--- src/rtl/data_ram_arbiter.sv ---
// Two-requester (core, IO) arbiter for the single-port data RAM; one transaction in flight at a time.
// Latency: write completes at the grant edge; read data and rvalid appear RD_LAT+1 cycles after the grant.
// Backpressure: gnt is withheld while a read is waiting on the RAM; requesters hold req until gnt.
// Optional build macro RR_ARB_EN: round-robin arbitration when defined, fixed core-over-IO priority otherwise.
module data_ram_arbiter #(
    parameter int ADDR_W = 14,
    parameter int DATA_W = 32,
    parameter int RD_LAT = 2
) (
    input  logic              clk,
    input  logic              rst,
    input  logic              core_req,
    input  logic              core_we,
    input  logic [31:0]       core_addr,
    input  logic [DATA_W-1:0] core_wdata,
    output logic              core_gnt,
    output logic              core_rvalid,
    output logic [DATA_W-1:0] core_rdata,
    input  logic              io_req,
    input  logic              io_we,
    input  logic [31:0]       io_addr,
    input  logic [DATA_W-1:0] io_wdata,
    output logic              io_gnt,
    output logic              io_rvalid,
    output logic [DATA_W-1:0] io_rdata,
    output logic              mem_we,
    output logic [ADDR_W-1:0] mem_addr,
    output logic [DATA_W-1:0] mem_din,
    input  logic [DATA_W-1:0] mem_dout,
    output logic              busy
);

    localparam logic [1:0] IDLE    = 2'd0;
    localparam logic [1:0] RD_WAIT = 2'd1;
    localparam logic [1:0] RD_DONE = 2'd2;

    logic [1:0]        state;
    logic [2:0]        cnt;
    logic              owner;      // 0 = core, 1 = io
    logic [ADDR_W-1:0] addr_q;     // last granted word address
    logic              arb_ok;
    logic              pick_io;
    logic              grant;
    logic              win_we;
    logic [31:0]       win_addr;

    // Byte-offset and high address bits carry no meaning for the RAM.
    logic unused_addr_bits;
    assign unused_addr_bits = ^{core_addr[31:ADDR_W+2], core_addr[1:0],
                                io_addr[31:ADDR_W+2], io_addr[1:0]};

    // Arbitration is open in IDLE and RD_DONE; a reset cycle never grants.
    assign arb_ok = !rst && (state != RD_WAIT);

`ifdef RR_ARB_EN
    logic rr_ptr;   // requester that wins the next collision: 0 = core, 1 = io

    // Point at the loser of every grant so collisions alternate.
    always_ff @(posedge clk) begin
        if (rst) begin
            rr_ptr <= 1'b0;
        end else if (grant) begin
            rr_ptr <= ~pick_io;
        end
    end

    assign pick_io = io_req && (!core_req || rr_ptr);
`else
    assign pick_io = io_req && !core_req;
`endif

    assign grant    = arb_ok && (core_req || io_req);
    assign core_gnt = grant && !pick_io;
    assign io_gnt   = grant && pick_io;

    assign win_we   = pick_io ? io_we    : core_we;
    assign win_addr = pick_io ? io_addr  : core_addr;

    // RAM side: the winner drives the macro directly in the grant cycle, otherwise the last address is held.
    assign mem_we   = grant && win_we;
    assign mem_addr = grant ? win_addr[ADDR_W+1:2] : addr_q;
    assign mem_din  = pick_io ? io_wdata : core_wdata;

    assign busy = (state != IDLE);

    // Transaction FSM: grant, count down the RAM latency, deliver read data to the issuer.
    always_ff @(posedge clk) begin
        if (rst) begin
            state       <= IDLE;
            cnt         <= 3'd0;
            owner       <= 1'b0;
            addr_q      <= '0;
            core_rvalid <= 1'b0;
            io_rvalid   <= 1'b0;
            core_rdata  <= '0;
            io_rdata    <= '0;
        end else begin
            core_rvalid <= 1'b0;
            io_rvalid   <= 1'b0;
            case (state)
                RD_WAIT: begin
                    if (cnt == 3'd0) begin
                        state <= RD_DONE;
                        if (owner) begin
                            io_rdata  <= mem_dout;
                            io_rvalid <= 1'b1;
                        end else begin
                            core_rdata  <= mem_dout;
                            core_rvalid <= 1'b1;
                        end
                    end else begin
                        cnt <= cnt - 3'd1;
                    end
                end
                default: begin
                    // IDLE and RD_DONE arbitrate identically.
                    state <= IDLE;
                    if (grant) begin
                        addr_q <= win_addr[ADDR_W+1:2];
                        if (!win_we) begin
                            state <= RD_WAIT;
                            owner <= pick_io;
                            cnt   <= 3'(RD_LAT - 1);
                        end
                    end
                end
            endcase
        end
    end

endmodule

--- config.mk ---
export PLATFORM = sky130hd
export DESIGN_NAME = data_ram_arbiter
export DESIGN_NICKNAME = d
export VERILOG_FILES = /design/src/rtl/data_ram_arbiter.sv
export SDC_FILE = /design/constraint.sdc
export NUM_CORES = 1
export LEC_CHECK = 0
export CORE_AREA = 2 2 110 112
export DETAILED_ROUTE_END_ITERATION = 8
export DIE_AREA = 0 0 112 114
export PLACE_DENSITY_LB_ADDON = 0.1
export SLEW_MARGIN = 10
export SYNTH_ARGS = -nofsm -noshare
export SYNTH_HDL_FRONTEND = slang
export SYNTH_SLANG_ARGS = --single-unit
--- constraint.sdc ---
create_clock -name clk -period 3.32 [get_ports clk]
set_input_delay 0.498 -clock clk [delete_from_list [all_inputs] [get_ports clk]]
set_output_delay 0.498 -clock clk [all_outputs]
set_load 0.005 [all_outputs]
==> flow_summary.json, run 1 <==
{
  "worstPathRequired_ns": 2.82,
  "report.final.setup_viol": 0,
  "fin_crit_sh_pct": 86.7,
  "synth_area_leaders": "dfxtp_1, nand2_1, a21oi_1",
  "grt_util_met3_pct": 6.43,
  "dpl.hpwl_um": 9070,
  "layout-drive-gt1-share_pct": 9.39,
  "yosys_warnings": 0,
  "final.setup_skew_ns": 0.00738,
  "die-area_um2": 12800,
  "cts-htree-levels": 3,
  "clk_pin_slew_ns": 0.06,
  "drtIter0Drc": 102,
  "antenna_left": 0,
  "number_of_drc_violations_after_detailed_routing": 0,
  "timing.setup.tns_ns": 0,
  "crit_path_end_kind": "output pin",
  "synth.largest_area_cell": "dfxtp_1",
  "least_margin_pin_slew_ns": 0.479,
  "number_of_register_bits_inferred_by_synthesis": 86,
  "worst_skew_pair.late_latency_ns": 0.33,
  "wl_per_cell_um": 15.4,
  "p_leak_uw": 0.00236,
  "place_congestion": 0.759,
  "antenna_cells_inserted": 0,
  "placed_cell_area_um2": 6220,
  "synth_area_um2": 3650,
  "die_h_um": 114,
  "worst_setup_path_start_kind": "input port",
  "numPortBuffers": 245,
  "gr-usage-met1_pct": 21.5,
  "max_cap_violations": 0,
  "post_cts_resize_count": 0,
  "post_cts.repair.setup_buffers": 0,
  "syn_avg_cell_area_um2": 8.39,
  "synth.distinct_cells": 30,
  "synthCells": 435,
  "hold_slack_ns": 0.454,
  "min-delay-path-class": "flip-flop to flip-flop",
  "maxSlewViolCount": 0,
  "cts.sink_count": 86,
  "area_growth_pct": 78.6,
  "grt_start_max_net_pins": 46,
  "max-slew-margin-rel_pct": 68.1,
  "tritoncts_clock_tree": "done",
  "firstDrtPassIters": 4,
  "grt.total_usage_pct": 19.2,
  "final_critical_path_time_including_i_o_delays_and_setup_ns": 2.88,
  "synthesis.nets": 603,
  "grt_first_pass_wirelength_um": 19700,
  "highest_clock_rate_mhz": 347,
  "maximum_fanout_along_the_worst_path": 45,
  "first_global_vias": 3759,
  "chipWidth_um": 112,
  "yosysTopAreaCellShare_pct": 47.2,
  "kind_of_critical_path": "input port to output pin",
  "global_route.peak_usage_layer": "met2",
  "cts.hold.buffers_added": 0,
  "power_per_cell_area_nw_per_um2": 393,
  "row_count": 40,
  "cts.root.buffer_cell": "clkbuf_16",
  "synth-seq-area-share_pct": 47.2,
  "core_util_final_pct": 55.6,
  "crit_arrival_ns": 2.38,
  "num-fill-cells": 1102,
  "postLayoutCellArea_um2": 6520,
  "cts-root-to-sink-buffers": 2,
  "tritoncts.num_buffers": 9,
  "design.final.nets": 834,
  "start_util_pct": 31.2,
  "per_cell_via_count_in_the_routed_design": 4.72,
  "rsz0062_at_grt": "no",
  "num_io_pins": 282,
  "globalRouteMet2Util_pct": 34.9,
  "routed_wl_um": 12600,
  "timing.final.hold_violations": 0,
  "status": "finished clean",
  "floorplan.core_area_um2": 11700,
  "max-vdd-ir-drop_mv": 0.268,
  "vias": 3864,
  "grt-ovfl-total": 0,
  "grt_antenna_before_repair": 0
}
-- power breakdown --
group	internal [uW]	leakage [uW]	switching, uW
Combinational	325	0.00152	179
Sequential	1060	0.000698	11.9
Clock	570	0.000145	409
-- layer usage --
layer / share of wire, % / wire length (um) / vias to the layer above
met2: 49 / 6210 / 152
met3: 8.5 / 1070 / 15
met5: 0 / 0 / -
met4: 1.4 / 180 / 0
met1: 41 / 5110 / 1766
li1: - / - / 1931
-- Yosys cell counts --
cell	instances
nand3_1	1
nor4_1	3
nor2_1	18
buf_2	12
dfxtp_1	86
buf_1	1
o21ai_0	1
nand3b_1	1
a21boi_1	1
a21oi_1	79
clkbuf_1	18
nor2b_1	2
buf_6	2
nand2_1	128
a31o_2	1
ha_1	2
or2_2	1
and3_1	3
nor3_4	1
inv_1	4
nand2b_1	3
a31o_1	1
mux2_2	32
a211oi_1	14
buf_4	1
a21boi_0	1
nor3b_2	1
mux2i_1	15
o21a_1	1
nor3_1	1
-- critical path, stage by stage --
cell and delay [ns]:
clkdlybuf4s50_1 0.49, nand2b_2 0.21, buf_12 0.27, mux2i_1 0.31, a21oi_1 0.10, clkdlybuf4s50_1 0.46
-- per-stage QoR --
stage	worst slack, ns	power (uW)	cells
3_5_place_dp	0.456	1600	802
3_3_place_gp	0.473	1600	802
4_1_cts	0.445	2590	818
5_1_grt	0.362	2680	818
2_1_floorplan	1.30	1270	435
6_report	0.442	2560	818
-- state kept, by name, indices dropped and copies added (netlist names) --
| register | flops |
|---|---|
| addr_q | 14 |
| io_rvalid | 1 |
| io_rdata | 32 |
| cnt | 3 |
| owner | 1 |
| state | 2 |
| core_rvalid | 1 |
| core_rdata | 32 |
-- cell families after synthesis --
group,synth area share (%)
flops,47.2
compound gates,15.0
simple gates,18.3
fa+ha+maj,0.686
mux,14.0
buf+inv,4.84
-- cell type report --
cell class | count | area [um^2] | area share (%)
Multi-Input combinational cell | 311 | 1760 | 27.0
Tap cell | 147 | 184 | 2.82
Inverter | 4 | 15.0 | 0.230
Clock buffer | 12 | 267 | 4.09
Sequential cell | 86 | 1720 | 26.4
Clock inverter | 4 | 30.0 | 0.461
Timing Repair Buffer | 254 | 2540 | 39.0
-- path summary, 6_finish.rpt --
| path | end | cells past startpoint | startpoint | slack [ns] |
|---|---|---|---|---|
| worst min-delay path | core_rdata[8] | 2 | core_rdata[8] | 0.45 |
| worst max register to register | core_rdata[7] | 7 | cnt[0] | 1.66 |
| worst max-delay path | mem_addr[11] | 6 | core_req | 0.44 |
| worst min register to register | core_rdata[8] | 2 | core_rdata[8] | 0.45 |
-- cells in the final DEF, fill, tap and decap left out, drive strengths merged --
master         instances
buf                   10
o21ai                  1
clkinvlp               1
inv                    4
a21oi                 79
mux2i                 15
or2                    1
o21a                   1
a21boi                 2
clkinv                 3
a211oi                14
mux2                  32
clkbuf                12
and3                   3
dfxtp                 86
nor2b                  2
nor3b                  1
nand3                  1
nand2b                 3
nor2                  18
nor3                   2
nand2                128
a31o                   2
ha                     2
clkdlybuf4s50        244
nand3b                 1
nor4                   3
Note: power is estimated with default switching activity, not from simulation.
==> inputs of run 2 (changes only) <==
--- a/config.mk
+++ b/config.mk
@@ -8,7 +8,7 @@
 export CORE_AREA = 2 2 110 112
 export DETAILED_ROUTE_END_ITERATION = 8
 export DIE_AREA = 0 0 112 114
-export PLACE_DENSITY_LB_ADDON = 0.1
+export PLACE_DENSITY = 0.77
 export SLEW_MARGIN = 10
 export SYNTH_ARGS = -nofsm -noshare
 export SYNTH_HDL_FRONTEND = slang
==> flow_summary.json, run 2 (synthesized netlist as in run 1, its figures left out) <==
{
  "vias": 3867,
  "cts.hold.buffers_added": 0,
  "numPortBuffers": 245,
  "antenna_cells_inserted": 0,
  "mostFrequentLayoutCell": "clkdlybuf4s50_1",
  "die-area_um2": 12800,
  "crit_path_end_kind": "output pin",
  "max-vdd-ir-drop_mv": 0.282,
  "cts-root-to-sink-buffers": 2,
  "dpl.hpwl_um": 9520,
  "grt_start_max_net_pins": 68,
  "place_congestion": 0.790,
  "post_cts_resize_count": 0,
  "final.setup_skew_ns": 0.0101,
  "share_comb_of_total_power_pct": 19.7,
  "post_cts.repair.setup_buffers": 0,
  "tritoncts.num_buffers": 9,
  "power.switching_fraction_pct": 23.6,
  "grt_antenna_before_repair": 0,
  "grt.total_usage_pct": 19.4,
  "report.final.setup_viol": 0,
  "max_cap_violations": 0,
  "pwr-share-seq_pct": 41.7,
  "min-delay-path-class": "flip-flop to flip-flop",
  "p_leak_uw": 0.00235,
  "num_io_pins": 282,
  "internal_power_uw": 1970,
  "wl_per_cell_um": 15.5,
  "grt_first_pass_wirelength_um": 19800,
  "timing.final.hold_violations": 0,
  "worst_min_delay_path_endpoint": "io_rdata[17]",
  "final_critical_path_time_including_i_o_delays_and_setup_ns": 2.98,
  "core_util_final_pct": 55.6,
  "mostFrequentLayoutCells": "clkdlybuf4s50_1, nand2_1, dfxtp_1, a21oi_1, mux2_2",
  "rsz0062_at_grt": "no",
  "crit_arrival_ns": 2.48,
  "kind_of_critical_path": "input port to output pin",
  "whs_path_depth": 2,
  "status": "finished clean",
  "hold_start": "io_rdata[17]",
  "maximum_fanout_along_the_worst_path": 29,
  "critical_path.max_stage_delay_ns": 0.50,
  "design.final.nets": 833,
  "p_switching_uw": 610,
  "r2r_end": "core_rdata[3]",
  "firstDrtPassIters": 4,
  "cts.sink_count": 86,
  "worst_path_max_delay_cell": "clkdlybuf4s50_1",
  "cts-htree-levels": 3,
  "area_growth_pct": 78.4,
  "biggest_regs": "core_rdata (32), io_rdata (32), addr_q (14)",
  "routed_wl_um": 12700,
  "per_cell_via_count_in_the_routed_design": 4.74,
  "worst_setup_path_startpoint": "core_req",
  "maxSlewViolCount": 0,
  "floorplan.core_area_um2": 11700,
  "least_margin_pin_slew_ns": 0.707,
  "max-slew-margin-rel_pct": 52.9,
  "reg2regPathDepth": 5,
  "number_of_drc_violations_after_detailed_routing": 0,
  "timing.critical_path.cells": "clkdlybuf4s50_1, nand2b_2, buf_12, mux2i_1, a21oi_1, clkdlybuf4s50_1",
  "tritoncts_clock_tree": "done",
  "first_global_vias": 3907,
  "worstPathRequired_ns": 2.82,
  "timing.setup.tns_ns": 0,
  "layout-drive-gt1-share_pct": 9.12,
  "power_per_cell_area_nw_per_um2": 397,
  "drtIter0Drc": 200,
  "fin_crit_sh_pct": 89.7,
  "pwr-share-clk_pct": 38.6,
  "start_util_pct": 31.2,
  "grt-ovfl-total": 0,
  "worst_skew_pair.late_latency_ns": 0.33,
  "chipWidth_um": 112,
  "cts.root.buffer_cell": "clkbuf_16",
  "row_count": 40,
  "highest_clock_rate_mhz": 336,
  "crit_top_cell": "clkdlybuf4s50_1",
  "rrSetupSlack_ns": 1.32,
  "worst_setup_path_start_kind": "input port",
  "crit-reg2reg-launch": "state[0]",
  "clk_pin_slew_ns": 0.06,
  "die_h_um": 114,
  "antenna_left": 0
}
## run 2: cell types whose count changed in the layout (fill, tap and decap cells not counted)
cell / change
clkbuf_8: -3
inv_6: +1
buf_4: -1
bufinv_16: +1
clkinvlp_4: +1
clkinv_2: -1
## run 2: stage by stage
stage | cell area [um^2] | setup WS, ns | cells | hold WS [ns] | power, uW
floorplan | 3650 | 1.30 | 435 | 0.450 | 1270
global placement | 6210 | 0.392 | 801 | 0.442 | 1600
detailed placement | 6210 | 0.373 | 801 | 0.446 | 1610
CTS | 6510 | 0.349 | 816 | 0.455 | 2620
global route | 6510 | 0.230 | 816 | 0.469 | 2690
finish | 6510 | 0.343 | 816 | 0.454 | 2580
## run 2: how the worst max path moves through the flow
| stage | cells after the start | slack (ns) | endpoint |
|---|---|---|---|
| 6_report | 6 | 0.34 | mem_addr[7] |
| 5_1_grt | 6 | 0.23 | mem_addr[7] |
| 4_1_cts | 6 | 0.35 | mem_addr[7] |
| 3_5_place_dp | 6 | 0.37 | mem_addr[7] |
| 3_3_place_gp | 6 | 0.39 | mem_addr[7] |
| 2_1_floorplan | 5 | 1.30 | mem_din[13] |
## run 2: critical path: cells and delay by family
family | cells | cell delay [ns]
simple gates | 1 | 0.31
buf+inv | 3 | 1.24
compound gates | 1 | 0.11
mux | 1 | 0.30
## run 2: per-layer routing
layer	wire (um)	track usage, %	vias up
li1	-	-	1922
met4	256	6.26	0
met1	5000	22.1	1768
met2	6210	33.2	155
met3	1210	7.92	22
met5	0	0	-
## run 2: final cells by class
cell class,count,area (um^2)
clock buffers,9,225
inverters,4,15.0
multi-input cells,311,1760
well taps,147,184
clock inverters,6,71.3
repair buffers,253,2530
fillers,1085,5200
flip-flops and latches,86,1720
## run 2: power groups by stage
stage / clock network, uW / registers (uW) / logic, uW
after floorplan: 0 / 1100 / 172
after global placement: 0 / 1100 / 504
after detailed placement: 0 / 1100 / 511
after CTS: 1030 / 1080 / 515
after global routing: 1070 / 1080 / 549
final: 997 / 1080 / 509
==> inputs of run 3 (changes only) <==
--- a/config.mk
+++ b/config.mk
@@ -13,3 +13,4 @@
 export SYNTH_ARGS = -nofsm -noshare
 export SYNTH_HDL_FRONTEND = slang
 export SYNTH_SLANG_ARGS = --single-unit
+export TNS_END_PERCENT = 100
==> results of run 3 <==
Final layout, timing and power as in run 2 (identical DEF).
